## config.mk

```make
export PLATFORM = sky130hd
export DESIGN_NAME = piso
export DESIGN_NICKNAME = d
export VERILOG_FILES = /design/src/rtl/piso_pkg.sv /design/src/rtl/piso_sym_cnt.sv /design/src/rtl/piso.sv
export SDC_FILE = /design/constraint.sdc
export NUM_CORES = 1
export LEC_CHECK = 0
export CAP_MARGIN = 20
export CORE_MARGIN = 5
export CORE_UTILIZATION = 47
export DETAILED_ROUTE_END_ITERATION = 16
export PLACE_DENSITY = 0.76
export SLEW_MARGIN = 20
export SYNTH_ARGS = -nofsm -noshare
export SYNTH_HDL_FRONTEND = slang
export SYNTH_SLANG_ARGS = --single-unit
```

## constraint.sdc

```tcl
create_clock -name clk -period 1.61 [get_ports clk]
set_input_delay 0.2415 -clock clk [delete_from_list [all_inputs] [get_ports clk]]
set_output_delay 0.2415 -clock clk [all_outputs]
set_load 0.03 [all_outputs]
```

## src/rtl/piso_pkg.sv

```systemverilog
// rtl/piso_pkg.sv - shared constants and state encoding for the PISO serializer
package piso_pkg;

  localparam int DATA_W_DEF = 8;
  localparam int SYM_W_DEF  = 2;
  localparam int N_DEF      = DATA_W_DEF / SYM_W_DEF;

  // A single-symbol word still needs a one-bit counter.
  function automatic int cnt_width(input int n);
    return (n > 1) ? $clog2(n) : 1;
  endfunction

  localparam int CNT_W_DEF = cnt_width(N_DEF);

  typedef logic [0:0] state_t;
  localparam state_t IDLE  = 1'b0;
  localparam state_t SHIFT = 1'b1;

endpackage

```

## src/rtl/piso_sym_cnt.sv

```systemverilog
// rtl/piso_sym_cnt.sv - down-counter of symbols remaining in the current word
module piso_sym_cnt #(
  parameter int W = 2
) (
  input  logic         clk,
  input  logic         reset,
  input  logic         load,
  input  logic [W-1:0] load_val,
  input  logic         dec,
  output logic         zero
);

  logic [W-1:0] count;

  always_ff @(posedge clk) begin
    if (reset) begin
      count <= '0;
    end else if (load) begin
      count <= load_val;
    end else if (dec) begin
      count <= count - 1'b1;
    end
  end

  assign zero = (count == '0);

endmodule

```

## src/rtl/piso.sv

```systemverilog
// rtl/piso.sv - parallel-in serial-out symbol serializer with stall and back-to-back accept
module piso
  import piso_pkg::*;
#(
  parameter int DATA_W    = DATA_W_DEF,
  parameter int SYM_W     = SYM_W_DEF,
  parameter bit MSB_FIRST = 1'b1
) (
  input  logic              clk,
  input  logic              reset,
  input  logic              load,
  input  logic [DATA_W-1:0] par_in,
  input  logic              hold,
  output logic              ready,
  output logic [SYM_W-1:0]  ser_out,
  output logic              ser_valid,
  output logic              last
);

  localparam int N     = DATA_W / SYM_W;
  localparam int CNT_W = cnt_width(N);
  localparam logic [CNT_W-1:0] LAST_IDX = CNT_W'(N - 1);

  state_t            state;
  logic [DATA_W-1:0] shreg;
  logic [SYM_W-1:0]  head;
  logic              zero;
  logic              accept;
  logic              advance;

  // The outgoing symbol always sits at the end the shift moves away from.
  assign head = MSB_FIRST ? shreg[DATA_W-1 -: SYM_W] : shreg[SYM_W-1:0];

  assign last      = (state == SHIFT) && zero;
  assign ready     = (state == IDLE) || (last && !hold);
  assign accept    = load && ready;
  assign advance   = (state == SHIFT) && !hold;
  assign ser_valid = (state == SHIFT);
  assign ser_out   = (state == SHIFT) ? head : '0;

  piso_sym_cnt #(
    .W(CNT_W)
  ) u_sym_cnt (
    .clk      (clk),
    .reset    (reset),
    .load     (accept),
    .load_val (LAST_IDX),
    .dec      (advance && !zero),
    .zero     (zero)
  );

  always_ff @(posedge clk) begin
    if (reset) begin
      state <= IDLE;
      shreg <= '0;
    end else if (accept) begin
      state <= SHIFT;
      shreg <= par_in;
    end else if (advance) begin
      if (zero) begin
        state <= IDLE;
        shreg <= '0;
      end else begin
        shreg <= MSB_FIRST ? (shreg << SYM_W) : (shreg >> SYM_W);
      end
    end
  end

endmodule

```

== After elaboration in Yosys (flattened, before gate mapping) ==
Index checks and enable logic that the tools add are counted.
Widths: inputs -> output; s select.

* Reduce and logical (&&, ||, !) cells: 13
* Bitwise gates (word level): 1
* Muxes and demuxes: 9
* $add $sub $neg: 1

{| class="wikitable"
|+ Operators with widths
! cell !! number
|-
| $mux 8 || 3
|-
| $mux 2 || 3
|-
| $reduce_bool 2->1 || 3
|-
| $logic_and 1x1->1 || 5
|-
| $mux 1 || 3
|-
| $logic_not 1->1 || 2
|-
| $logic_not 2->1 || 1
|-
| $reduce_and 2->1 || 1
|-
| $sub 2x1->2 const B || 1
|-
| $logic_or 1x1->1 || 1
|-
| $not 1->1 || 1
|}

* Input bits: 12
* Register bits: 11

== Logic depth before layout (Yosys ltp) ==
* Depth after elaboration: 7
* Mapped depth: 6

== Modules after synthesis ==
A second synthesis with hierarchy kept.

* Cell total of the unflattened synthesis: 84
* Area total of the unflattened synthesis: 729.4 sq um

{| class="wikitable"
|+ By module, submodules not included
! module !! area an instance (sq um) !! instances !! cells each
|-
| piso || 603.1 || 1 || 71
|-
| piso_sym_cnt || 126.4 || 1 || 13
|}

== Least setup slack after synthesis ==
OpenSTA, ideal clock, no wires.

* Kind: register to register
* From: reg u_sym_cnt.count[0]
* To: reg state, in the netlist ser_valid
* Cell stages (with the launch flop): 7
* Required time: 1.466 ns
* Setup time: 0.144 ns
* Setup slack: 0.122 ns
* Arrival time: 1.344 ns
* Path through: dfxtp_1 inv_1 ha_1 buf_6 inv_2 o21ai_1 a21oi_1

* Cells in the longest elaborated chain, start to end: 7

{| class="wikitable"
|+ RTL lines
! element !! line !! text
|-
| start, declared || piso_sym_cnt.sv:13 || <nowiki>logic [W-1:0] count;</nowiki>
|-
| start signal, assigned || piso_sym_cnt.sv:19 || <nowiki>count <= load_val;</nowiki>
|-
| start signal, assigned || piso_sym_cnt.sv:21 || <nowiki>count <= count - 1'b1;</nowiki>
|-
| $logic_not 2->1 * || piso_sym_cnt.sv:25 || <nowiki>assign zero = (count == '0);</nowiki>
|-
| $logic_and 1x1->1 * || piso.sv:34 || <nowiki>assign last = (state == SHIFT) && zero;</nowiki>
|-
| $logic_and 1x1->1 * || piso.sv:35 || <nowiki>assign ready = (state == IDLE) || (last && !hold);</nowiki>
|-
| $logic_or 1x1->1 * || piso.sv:35 ||
|-
| via ready || piso.sv:14 || <nowiki>output logic ready,</nowiki>
|-
| $logic_and 1x1->1 * || piso.sv:36 || <nowiki>assign accept = load && ready;</nowiki>
|-
| $reduce_bool 2->1 (no source line) || -- ||
|-
| $reduce_and 2->1 (no source line) || -- ||
|-
| end signal, assigned || piso.sv:54 || <nowiki>state <= IDLE;</nowiki>
|-
| end signal, assigned || piso.sv:57 || <nowiki>state <= SHIFT;</nowiki>
|-
| end signal, assigned || piso.sv:61 || <nowiki>state <= IDLE;</nowiki>
|-
| end, declared || piso.sv:24 || <nowiki>state_t state;</nowiki>
|}

The timed path passes the listed nets; every way through them passes the cells marked *.
A chain may end at the register's enable or synchronous reset.

== Worst setup path after layout ==
* From: reg u_sym_cnt.count[1]
* To: out ready

* Cells in the longest elaborated chain, start to end: 4

{| class="wikitable"
|+ RTL lines
! element !! line
|-
| $logic_not 2->1 || piso_sym_cnt.sv:25
|-
| $logic_and 1x1->1 || piso.sv:34
|-
| $logic_and 1x1->1 || piso.sv:35
|-
| $logic_or 1x1->1 || piso.sv:35
|-
| end, declared || piso.sv:14
|}

No other way between the ends.

==> results.yml <==
outcome:
  outcome: "finished, final reports clean"
worst_setup_path:
  reg2reg_depth: 6
  ff2ff_setup_slack_ns: 0.22
  reg2reg_from: "u_sym_cnt.count[0]$_SDFFE_PP0P_"
  critical_path.startpoint: "u_sym_cnt.count[1]$_SDFFE_PP0P_"
  timing.critical_path.to_type: "output pin"
  timing.critical_path.fanout_max: 6
  critical_path_cell_count: 5
  cpMaxStageDelayCell: "sky130_fd_sc_hd__dfxtp_1"
  kind_of_start_point_of_the_critical_path: "flop"
  r2r-end: "shreg[6]$_SDFFE_PP0P_"
  critical_path.top_delay_family: "buffers and inverters"
  worstPathBufferInverterCount: 3
  worstPathCellList: "inv_1, ha_4, inv_2, o21ai_1, buf_4"
  cp_data_required_time_ns: 1.37
  worst_setup_path_endpoint: "ready"
  critical_path.max_stage_delay_ns: 0.30
  critPathArrivalTime_ns: 1.30
  setup.worst_path.class: "flop to output pin"
drt:
  vias_per_std_cell: 5.69
  post-route-drc-count: 0
  dr.max_layer_used: "met4"
  drtIter0Drc: 8
  routed-wl-met2_um: 810
  avgRoutedWirePerCell_um: 14.5
  drt_wl_total_um: 1710
  detailed_routing_iterations_pass_1: 4
  detail-route-antenna-nets: 0
  routed-wl-met3_um: 88
  met1Wirelength_um: 799
  dr_total_vias: 672
synthesis:
  synth.net_count: 93
  post_synth_main_area_contributors: "sky130_fd_sc_hd__dfxtp_1 32%, sky130_fd_sc_hd__a211oi_1 11%, sky130_fd_sc_hd__and2_1 5.4%, sky130_fd_sc_hd__and3_2 5.4%, sky130_fd_sc_hd__nor3b_1 5.4%"
  postSynthCellCount: 80
  yosysSeqAreaShare_pct: 31.9
  post-synth-top-count-cell: "sky130_fd_sc_hd__dfxtp_1"
  synth_largest_type_area_fraction_pct: 31.9
  avgSynthCellArea_um2: 8.63
  number_of_enable_flip_flop_cells_after_synthesis: 0
  netlist_area_um2: 691
  total_number_of_yosys_warnings: 0
  yosys-top-cells-count: "11 x sky130_fd_sc_hd__dfxtp_1, 10 x sky130_fd_sc_hd__a211oi_1, 6 x sky130_fd_sc_hd__and2_1"
  synth_async_sr_flop_share_pct: 0
  synth_top_cell_by_area: "sky130_fd_sc_hd__dfxtp_1"
  synth_seq_cells: 11
  synth_cell_types: 30
  dominantRegCellSynth: "sky130_fd_sc_hd__dfxtp_1"
timing:
  max_clock_freq_mhz: 649
  final.period_utilization_pct: 95.6
  final.setup.tns_ns: 0
  finalMaxSlewViolations: 0
  worst_slew_margin_rel_pct: 70.3
  clock-skew-final_ns: 0.00914
  timing_hold_violations_final: 0
  final.min_clock_period_ns: 1.54
  timing.final.ws_setup_ns: 0.0702
  final_count_of_negative_setup_slack_endpoints: 0
  worst-slew-pin-transition_ns: 0.445
finish:
  antenna-diode-count: 0
  nNetsFinal: 117
  drive_gt1_share_pct: 27.2
  final-instance-count-excl-fill: 118
  syn2layout_area_growth_pct: 33.5
  post-route-cell-area_um2: 922
  utilization_pct: 68.3
die:
  placementRows: 13
  initial_core_util_pct: 51.2
  chipHeight_um: 48.3
  die_width_um: 48.3
  design.core.area_um2: 1350
  io_pins: 17
  die_area_um2: 2340
hold_path:
  type_of_the_tightest_min_delay_check: "flop to flop"
clock_network:
  cts_tree: "yes"
  clock_pin_slew_worst_setup_and_hold_paths_ns: 0.08
  clockBufferDepth: 2
  cts_root_buffer: "sky130_fd_sc_hd__clkbuf_4"
  cts_made_buffers: 3
  cts_htree_levels: 1
  cts_sinks: 11
  clkLatencyLatePin_ns: 0.27
  hold_buffers: 0
placement:
  placement.io_buffers: 16
  hpwl_um: 1250
  post-place-ws_ns: 0.0266
  place_congestion: 0.816
  dp_cells: 112
  placed_cell_area_um2: 868
power_and_ir_drop:
  cellLeakagePower_nw: 0.375
  vdd_ir_drop_max_v: 0.000550
  power.density_nw_per_um2: 799
global_route:
  global_route.usage.total_pct: 15.6
  grt_pass1_wl_um: 2910
  grt_max_degree: 16
  antenna_found_initial: 0
  number_of_global_route_vias_before_repair: 621
  gr-total-overflow: 0
flow_run:
  drv.max_cap_violation_count: 0
worst min-delay path by stage:
stage / startpoint / end / slack [ns] / cells past startpoint
3_3_place_gp: shreg[1]$_SDFFE_PP0P_ / shreg[1]$_SDFFE_PP0P_ / 0.47 / 2
5_1_grt: shreg[0]$_SDFFE_PP0P_ / shreg[0]$_SDFFE_PP0P_ / 0.50 / 2
3_5_place_dp: shreg[1]$_SDFFE_PP0P_ / shreg[1]$_SDFFE_PP0P_ / 0.47 / 2
6_report: shreg[1]$_SDFFE_PP0P_ / shreg[1]$_SDFFE_PP0P_ / 0.48 / 2
2_1_floorplan: reset / shreg[2]$_SDFFE_PP0P_ / 0.32 / 1
4_1_cts: shreg[1]$_SDFFE_PP0P_ / shreg[1]$_SDFFE_PP0P_ / 0.48 / 2
registers in the layout, summed over array words and instances, names as in the netlist:
signal           cells
u_sym_cnt.count      2
ser_valid            1
shreg                8
stage by stage:
| stage | hold WS [ns] | total power (W) |
|---|---|---|
| floorplan | 0.320 | 0.000457 |
| global placement | 0.467 | 0.000528 |
| detailed placement | 0.470 | 0.000532 |
| CTS | 0.480 | 0.000736 |
| global route | 0.502 | 0.000787 |
| finish | 0.476 | 0.000737 |
layer usage:
layer	GRT usage [%]	vias up
met1	19.5	315
met3	7.34	2
li1	-	346
met2	23.7	9
met4	4.15	0
met5	0	-
worst min-delay path: stages (launching register included):
cell	delay [ns]
sky130_fd_sc_hd__dfxtp_1	0.31
sky130_fd_sc_hd__nand3_1	0.06
sky130_fd_sc_hd__a21oi_1	0.06
cells by family after synthesis:
group           synth area share [%]
mux                             2.17
flops                           31.9
simple gates                    33.9
compound gates                  21.2
buf+inv                         9.06
fa+ha+maj                       1.81
report_power, final:
group / switching (W) / internal (W)
Combinational: 0.000114 / 0.000118
Clock: 0.0000965 / 0.0000960
Sequential: 0.0000155 / 0.000296
Total: 0.000226 / 0.000511
placed cells by master (no fill, tap or decap), types with 2 or more instances in the layout:
cell | synthesis | layout
sky130_fd_sc_hd__nor3b_1 | 5 | 5
sky130_fd_sc_hd__clkdlybuf4s50_1 | 0 | 12
sky130_fd_sc_hd__nor2_1 | 4 | 4
sky130_fd_sc_hd__clkbuf_4 | 0 | 3
sky130_fd_sc_hd__dfxtp_1 | 11 | 11
sky130_fd_sc_hd__buf_4 | 1 | 13
sky130_fd_sc_hd__nor3_1 | 2 | 2
sky130_fd_sc_hd__inv_2 | 1 | 2
sky130_fd_sc_hd__and3_2 | 5 | 5
sky130_fd_sc_hd__o211ai_1 | 2 | 2
sky130_fd_sc_hd__nor4_1 | 5 | 5
sky130_fd_sc_hd__inv_1 | 4 | 3
sky130_fd_sc_hd__a211oi_1 | 10 | 10
sky130_fd_sc_hd__and2_1 | 6 | 6
sky130_fd_sc_hd__nand3_1 | 2 | 2
sky130_fd_sc_hd__a21oi_1 | 4 | 4
timing repair:
item | CTS | global route
setup buffers | 0 | 2
setup endpoints to repair | 2 | 1
gates resized for setup | 2 | 1
pin swaps | 1 | 0
final cells by class:
class                      instances  area (µm²)
tap                               15        18.8
timing repair buffer              25         218
inverter                           5        18.8
multi-input combinational         58         420
fill                             123         428
clock buffer                       4        26.3
sequential                        11         220
(Power assumes the default switching activity.)
